--- config.mk ---
export PLATFORM = sky130hd
export DESIGN_NAME = mul_wb_tracker
export DESIGN_NICKNAME = d
export VERILOG_FILES = /design/src/rtl/riscv_def.sv /design/src/rtl/mul_track_stage.sv /design/src/rtl/mul_wb_tracker.sv
export SDC_FILE = /design/constraint.sdc
export NUM_CORES = 1
export LEC_CHECK = 0
export CAP_MARGIN = 40
export CORE_ASPECT_RATIO = 0.8
export CORE_UTILIZATION = 46
export DETAILED_ROUTE_END_ITERATION = 10
export PLACE_DENSITY = 0.9
export REMOVE_ABC_BUFFERS = 1
export SLEW_MARGIN = 15
export SYNTH_ARGS = -nofsm -noshare
export SYNTH_HDL_FRONTEND = slang
export SYNTH_SLANG_ARGS = --single-unit
--- constraint.sdc ---
create_clock -name clk -period 11.6 [get_ports clk]
set_input_delay 2.32 -clock clk [delete_from_list [all_inputs] [get_ports clk]]
set_output_delay 2.32 -clock clk [all_outputs]
set_load 0.005 [all_outputs]
--- src/rtl/riscv_def.sv ---
// Shared RISC-V decode constants used by the multiplier and its writeback tracker.
package riscv_def;

    localparam logic [6:0] OPCODE_OP     = 7'b0110011;
    localparam logic [6:0] FUNCT7_MULDIV = 7'b0000001;

    typedef enum logic [2:0] {
        F3_MUL    = 3'b000,
        F3_MULH   = 3'b001,
        F3_MULHSU = 3'b010,
        F3_MULHU  = 3'b011
    } mul_funct3_e;

    // One multiply in flight: whether it will write, where, and from which pc.
    typedef struct packed {
        logic        valid;
        logic [4:0]  rd;
        logic [31:0] pc;
    } track_entry_t;

    function automatic logic is_mult_inst(input logic [31:0] opcode);
        logic [2:0] funct3;
        funct3 = opcode[14:12];
        return (opcode[6:0] == OPCODE_OP) && (opcode[31:25] == FUNCT7_MULDIV) &&
               ((funct3 == F3_MUL) || (funct3 == F3_MULH) ||
                (funct3 == F3_MULHSU) || (funct3 == F3_MULHU));
    endfunction

endpackage

--- src/rtl/mul_track_stage.sv ---
// One valid/rd/pc flop stage of the multiply tracker; kill clears valid even while held.
module mul_track_stage
    import riscv_def::*;
(
    input  logic         clk,
    input  logic         rst,
    input  logic         hold,
    input  logic         kill,
    input  track_entry_t d,
    output track_entry_t q
);

    // NOTE: sequential state is written with <= so every stage samples the pre-edge
    // value of its neighbour; blocking here would collapse the shift register.
    always_ff @(posedge clk or posedge rst) begin
        if (rst) begin
            q <= '0;
        end else if (kill) begin
            q.valid <= 1'b0;
        end else if (!hold) begin
            q <= d;
        end
    end

endmodule

--- src/rtl/mul_wb_tracker.sv ---
// Shadows the multiplier pipeline with valid/rd/pc, qualifies its result into an
// RF write, drives the RAW busy mask, reports illegal instructions, counts retires.
module mul_wb_tracker
    import riscv_def::*;
#(
    parameter int MULT_STAGES = 2
) (
    input  logic        clk,
    input  logic        rst,
    input  logic        valid,
    input  logic [31:0] opcode,
    input  logic [31:0] pc,
    input  logic        invalid,
    input  logic [4:0]  rd_idx,
    input  logic [4:0]  ra_idx,
    input  logic [4:0]  rb_idx,
    input  logic        hold,
    input  logic        flush,
    input  logic [31:0] mul_value,
    output logic        rf_we,
    output logic [4:0]  rf_rd,
    output logic [31:0] rf_wdata,
    output logic [31:0] rf_pc,
    output logic [31:0] busy_mask,
    output logic        stall_req,
    output logic        exc_illegal,
    output logic [31:0] exc_pc,
    output logic [31:0] mul_retired
);

    localparam int LAST = MULT_STAGES - 1;

    track_entry_t stage_d [MULT_STAGES];
    track_entry_t stage_q [MULT_STAGES];

    logic mult_inst;
    logic accept;
    logic illegal_seen;
    logic unused_opcode_bits;

    assign mult_inst          = is_mult_inst(opcode);
    assign unused_opcode_bits = ^{opcode[24:15], opcode[11:7]};
    assign accept             = valid & ~hold & ~invalid & mult_inst & ~stall_req & ~flush;
    assign illegal_seen       = valid & invalid & ~hold;

    for (genvar i = 0; i < MULT_STAGES; i++) begin : g_stage
        if (i == 0) begin : g_head
            // rd=0 multiplies still flow through the multiplier but are never tracked as writers.
            assign stage_d[i] = '{valid: accept && (rd_idx != 5'd0), rd: rd_idx, pc: pc};
        end else begin : g_shift
            // Flush must also stop a not-yet-completed entry from sliding into the last stage.
            assign stage_d[i] = '{valid: stage_q[i-1].valid & ~flush,
                                  rd:    stage_q[i-1].rd,
                                  pc:    stage_q[i-1].pc};
        end

        mul_track_stage u_stage (
            .clk  (clk),
            .rst  (rst),
            .hold (hold),
            .kill ((i < LAST) ? flush : 1'b0),
            .d    (stage_d[i]),
            .q    (stage_q[i])
        );
    end

    // NOTE: every always_comb output gets a default before any conditional write,
    // otherwise the unassigned paths infer latches.
    always_comb begin
        busy_mask = '0;
        for (int i = 0; i < LAST; i++) begin
            if (stage_q[i].valid) begin
                busy_mask[stage_q[i].rd] = 1'b1;
            end
        end
        busy_mask[0] = 1'b0;
    end

    assign stall_req = valid & ~hold & (busy_mask[ra_idx] | busy_mask[rb_idx]);

    // The last stage lines up with the multiplier result; hold suppresses the write.
    assign rf_we    = stage_q[LAST].valid & ~hold;
    assign rf_rd    = stage_q[LAST].rd;
    assign rf_pc    = stage_q[LAST].pc;
    assign rf_wdata = rf_we ? mul_value : 32'd0;

    always_ff @(posedge clk or posedge rst) begin
        if (rst) begin
            exc_illegal <= 1'b0;
            exc_pc      <= 32'd0;
            mul_retired <= 32'd0;
        end else begin
            exc_illegal <= illegal_seen;
            if (illegal_seen) begin
                exc_pc <= pc;
            end
            if (rf_we) begin
                mul_retired <= mul_retired + 32'd1;
            end
        end
    end

endmodule

==> results.txt <==
ANT cells: 0
Hold Crit Class: register to register
Setup crit start kind: input pin
number of synthesis warnings: 0
CP max FO: 3
placer congestion estimate: 0.8831
final setup vio count: 0
sequential element share of the synthesized area: 54.64%
Root Driver: clkbuf_16
Final period util: 56.69%
CP arrival: 4.26 ns
crit path kind: input pin to output pin
Buf+Inv Stages, Crit Path: 2
Hold Fails Final Rpt: 0
final antenna-violating net count: 0
Critical Path RT: 9.28 ns
Iteration-0 DRC Markers: 268
crit path capture type: output pin
Min Clock Period, post-route: 6.576 ns
max incr delay on CP: 0.52 ns
Tightest Pin Transition: 0.6168 ns
DP HPWL: 11.88 mm
drt wl/cell: 16.62 um
DRT Wirelength: 16.62 mm
CTS tree: yes
Worst slew margin: 58.88%
residual DRC count: 0
DP Area: 9035 um^2
layout cells sized above 1: 16.22%
initial antenna violation count: 0
Core ar.: 13650 um^2
dpl cells: 968
port bufs: 266
fin. max-slew vios: 0
Synth Register Bits: 141
Main synth FF type: dfrtp_1
cell area after synthesis: 6457 um^2
drt first pass iters: 4
synth unique cells: 45
delay-heaviest family, CP: buffers and inverters
Critical Path Most Common Cell: clkdlybuf4s50_1
ys async rst share: 100.0%
Clock Latency Late Sink: 0.41 ns
syn_area_per_cell: 11.17 um^2
# IOs: 285
hold_buf cts: 0
Finished Cell Area: 9603 um^2
via/cell ratio: 4.940
Worst-path clk slew: 0.07 ns
Overall Global Routing Usage: 23.29%
vias: 4940
final core utilization: 70.37%
EDFF count, synth: 0
Num CTS Buffers: 17
first-pass GRT wire length: 25.81 mm
Die Span Y: 108.0 um
initial core utilization: 47.32%
# clock sinks: 141
pwr/cell area: 139.9 nW/um^2
Max Cap Viol: 0
Leak: 4.089 nW
Highest Clock Rate: 152.1 MHz
Crit-path slowest cell: clkdlybuf4s50_1
Final #Nets: 925
vias in the first global route: 4879
Post-Layout Cell Count: 1000
largest net degree at the start of global routing: 65
Final Skew: 0.008864 ns
status: finished clean
Clock Path Buffers: 2
fill count: 979
worst hold slack: 0.4729 ns
Post-CTS Setup Inserts: 0
row count: 38
die width: 134.5 um
H-Tree Depth: 4
setup TNS: 0 ns
CTS resizes: 0
die area: 14520 um^2
Post-Syn Instances: 578
Area Overhead vs Synth: 48.71%
Peak VDD IR: 122.7 uV
worst-path cell chain: clkdlybuf4s50_1 -> and4bb_2 -> a31oi_1 -> nor4_1 -> a311oi_2 -> nor2_1 -> clkdlybuf4s50_1
RSZ-0062 raised after global routing: no
GRT overflow: 0
==> cell usage in the layout (no fill, tap or decap), types with 2 or more instances in the layout <==
| cell | instances |
|---|---|
| nor4_1 | 4 |
| nor3_2 | 2 |
| nand4_1 | 7 |
| or3_1 | 3 |
| buf_4 | 4 |
| inv_8 | 2 |
| and3_1 | 4 |
| o21ai_0 | 2 |
| inv_1 | 4 |
| nand3b_1 | 5 |
| and4_1 | 3 |
| mux2_2 | 75 |
| clkinvlp_4 | 2 |
| clkdlybuf4s50_1 | 265 |
| nor2_1 | 41 |
| xor2_1 | 8 |
| nand2_1 | 113 |
| and2_1 | 32 |
| clkbuf_16 | 17 |
| inv_6 | 6 |
| clkinv_4 | 3 |
| dfrtp_1 | 141 |
| xnor2_1 | 30 |
| nand3_1 | 15 |
| or3b_2 | 2 |
==> cells by family after synthesis <==
family / count (synthesis) / share of synthesized area [%]
adders and majority gates: 1 / 0.1937
and+or+nand+nor: 245 / 18.85
other: 1 / 0.05807
muxes: 75 / 13.08
DFF: 141 / 54.64
AOI/OAI and AO/OA: 8 / 1.163
xor gates and xnor gates: 39 / 5.406
buffers and inverters: 68 / 6.607
==> sequential cells by signal, indices dropped and copies added (netlist names) <==
name and cells:
exc_illegal 1, exc_pc 32, g_stage.u_stage.q 76, mul_retired 32
==> layer usage <==
metal | part of all wire (%) | track usage (%) | vias to the layer above | wire length, um
met5 | 0 | 0 | - | 0
met2 | 50 | 39.56 | 151 | 8309
met4 | 1.6 | 7.303 | 0 | 265
li1 | - | - | 2325 | -
met3 | 5.8 | 6.142 | 23 | 960
met1 | 43 | 29.21 | 2441 | 7089
==> where the power goes <==
part	switching (mW)	internal (mW)	total, mW
Clock	0.226	0.288	0.513
Combinational	0.0824	0.153	0.236
Sequential	0.0406	0.554	0.595
Total	0.349	0.995	1.34
==> cell usage after synthesis, types with 2 or more instances <==
cell,instances,share of area [%]
dfrtp_1,141,55
nor2_2,2,0.19
nand2_1,113,6.6
nor2_1,41,2.4
or3_1,3,0.29
nor4_1,4,0.39
buf_2,11,0.85
nand3b_1,5,0.58
buf_4,40,4.7
and3_1,4,0.39
and2_1,32,3.1
nand4_1,7,0.68
o21ai_0,2,0.16
nand3_1,15,1.2
nor3_2,2,0.31
xor2_1,8,1.1
or3b_2,2,0.27
mux2_2,75,13
clkbuf_1,10,0.58
and4_1,3,0.41
xnor2_1,30,4.1
inv_1,5,0.29
==> cell type report <==
type | count | area (um^2) | share of cell area (%)
Sequential cell | 141 | 3528 | 36.74
Clock inverter | 14 | 128.9 | 1.342
Inverter | 5 | 23.77 | 0.2476
Timing Repair Buffer | 273 | 2750 | 28.64
Clock buffer | 18 | 439.2 | 4.573
Multi-Input combinational cell | 369 | 2507 | 26.11
Tap cell | 180 | 225.2 | 2.345
==> per-stage QoR <==
stage / setup slack, ns / total power, mW
finish: 5.024 / 1.344
global route: 4.906 / 1.407
CTS: 5.047 / 1.359
detailed placement: 5.048 / 0.8388
global placement: 4.821 / 0.8263
floorplan: 5.499 / 0.6794
==> worst min-delay path, cell delays in order (launching register included) <==
cell and delay (ns):
dfrtp_1 0.34, nand2_1 0.05, nand2_1 0.05
==> final timing paths <==
check,from,end,slack [ns],cells after the start
min,exc_pc[17]$_DFFE_PP0P_,exc_pc[17]$_DFFE_PP0P_,0.47,2
max,ra_idx[3],stall_req,5.02,7
min in group asynchronous,rst,g_stage[0].u_stage.q[0]$_DFFE_PP0P_,2.35,2
min reg2reg,exc_pc[17]$_DFFE_PP0P_,exc_pc[17]$_DFFE_PP0P_,0.47,2
max in group asynchronous,rst,exc_pc[13]$_DFFE_PP0P_,8.23,4
max reg2reg,g_stage[1].u_stage.q[37]$_DFFE_PP0N_,mul_retired[29]$_DFFE_PP0P_,9.44,6
Note: power is estimated with default switching activity, not from simulation.
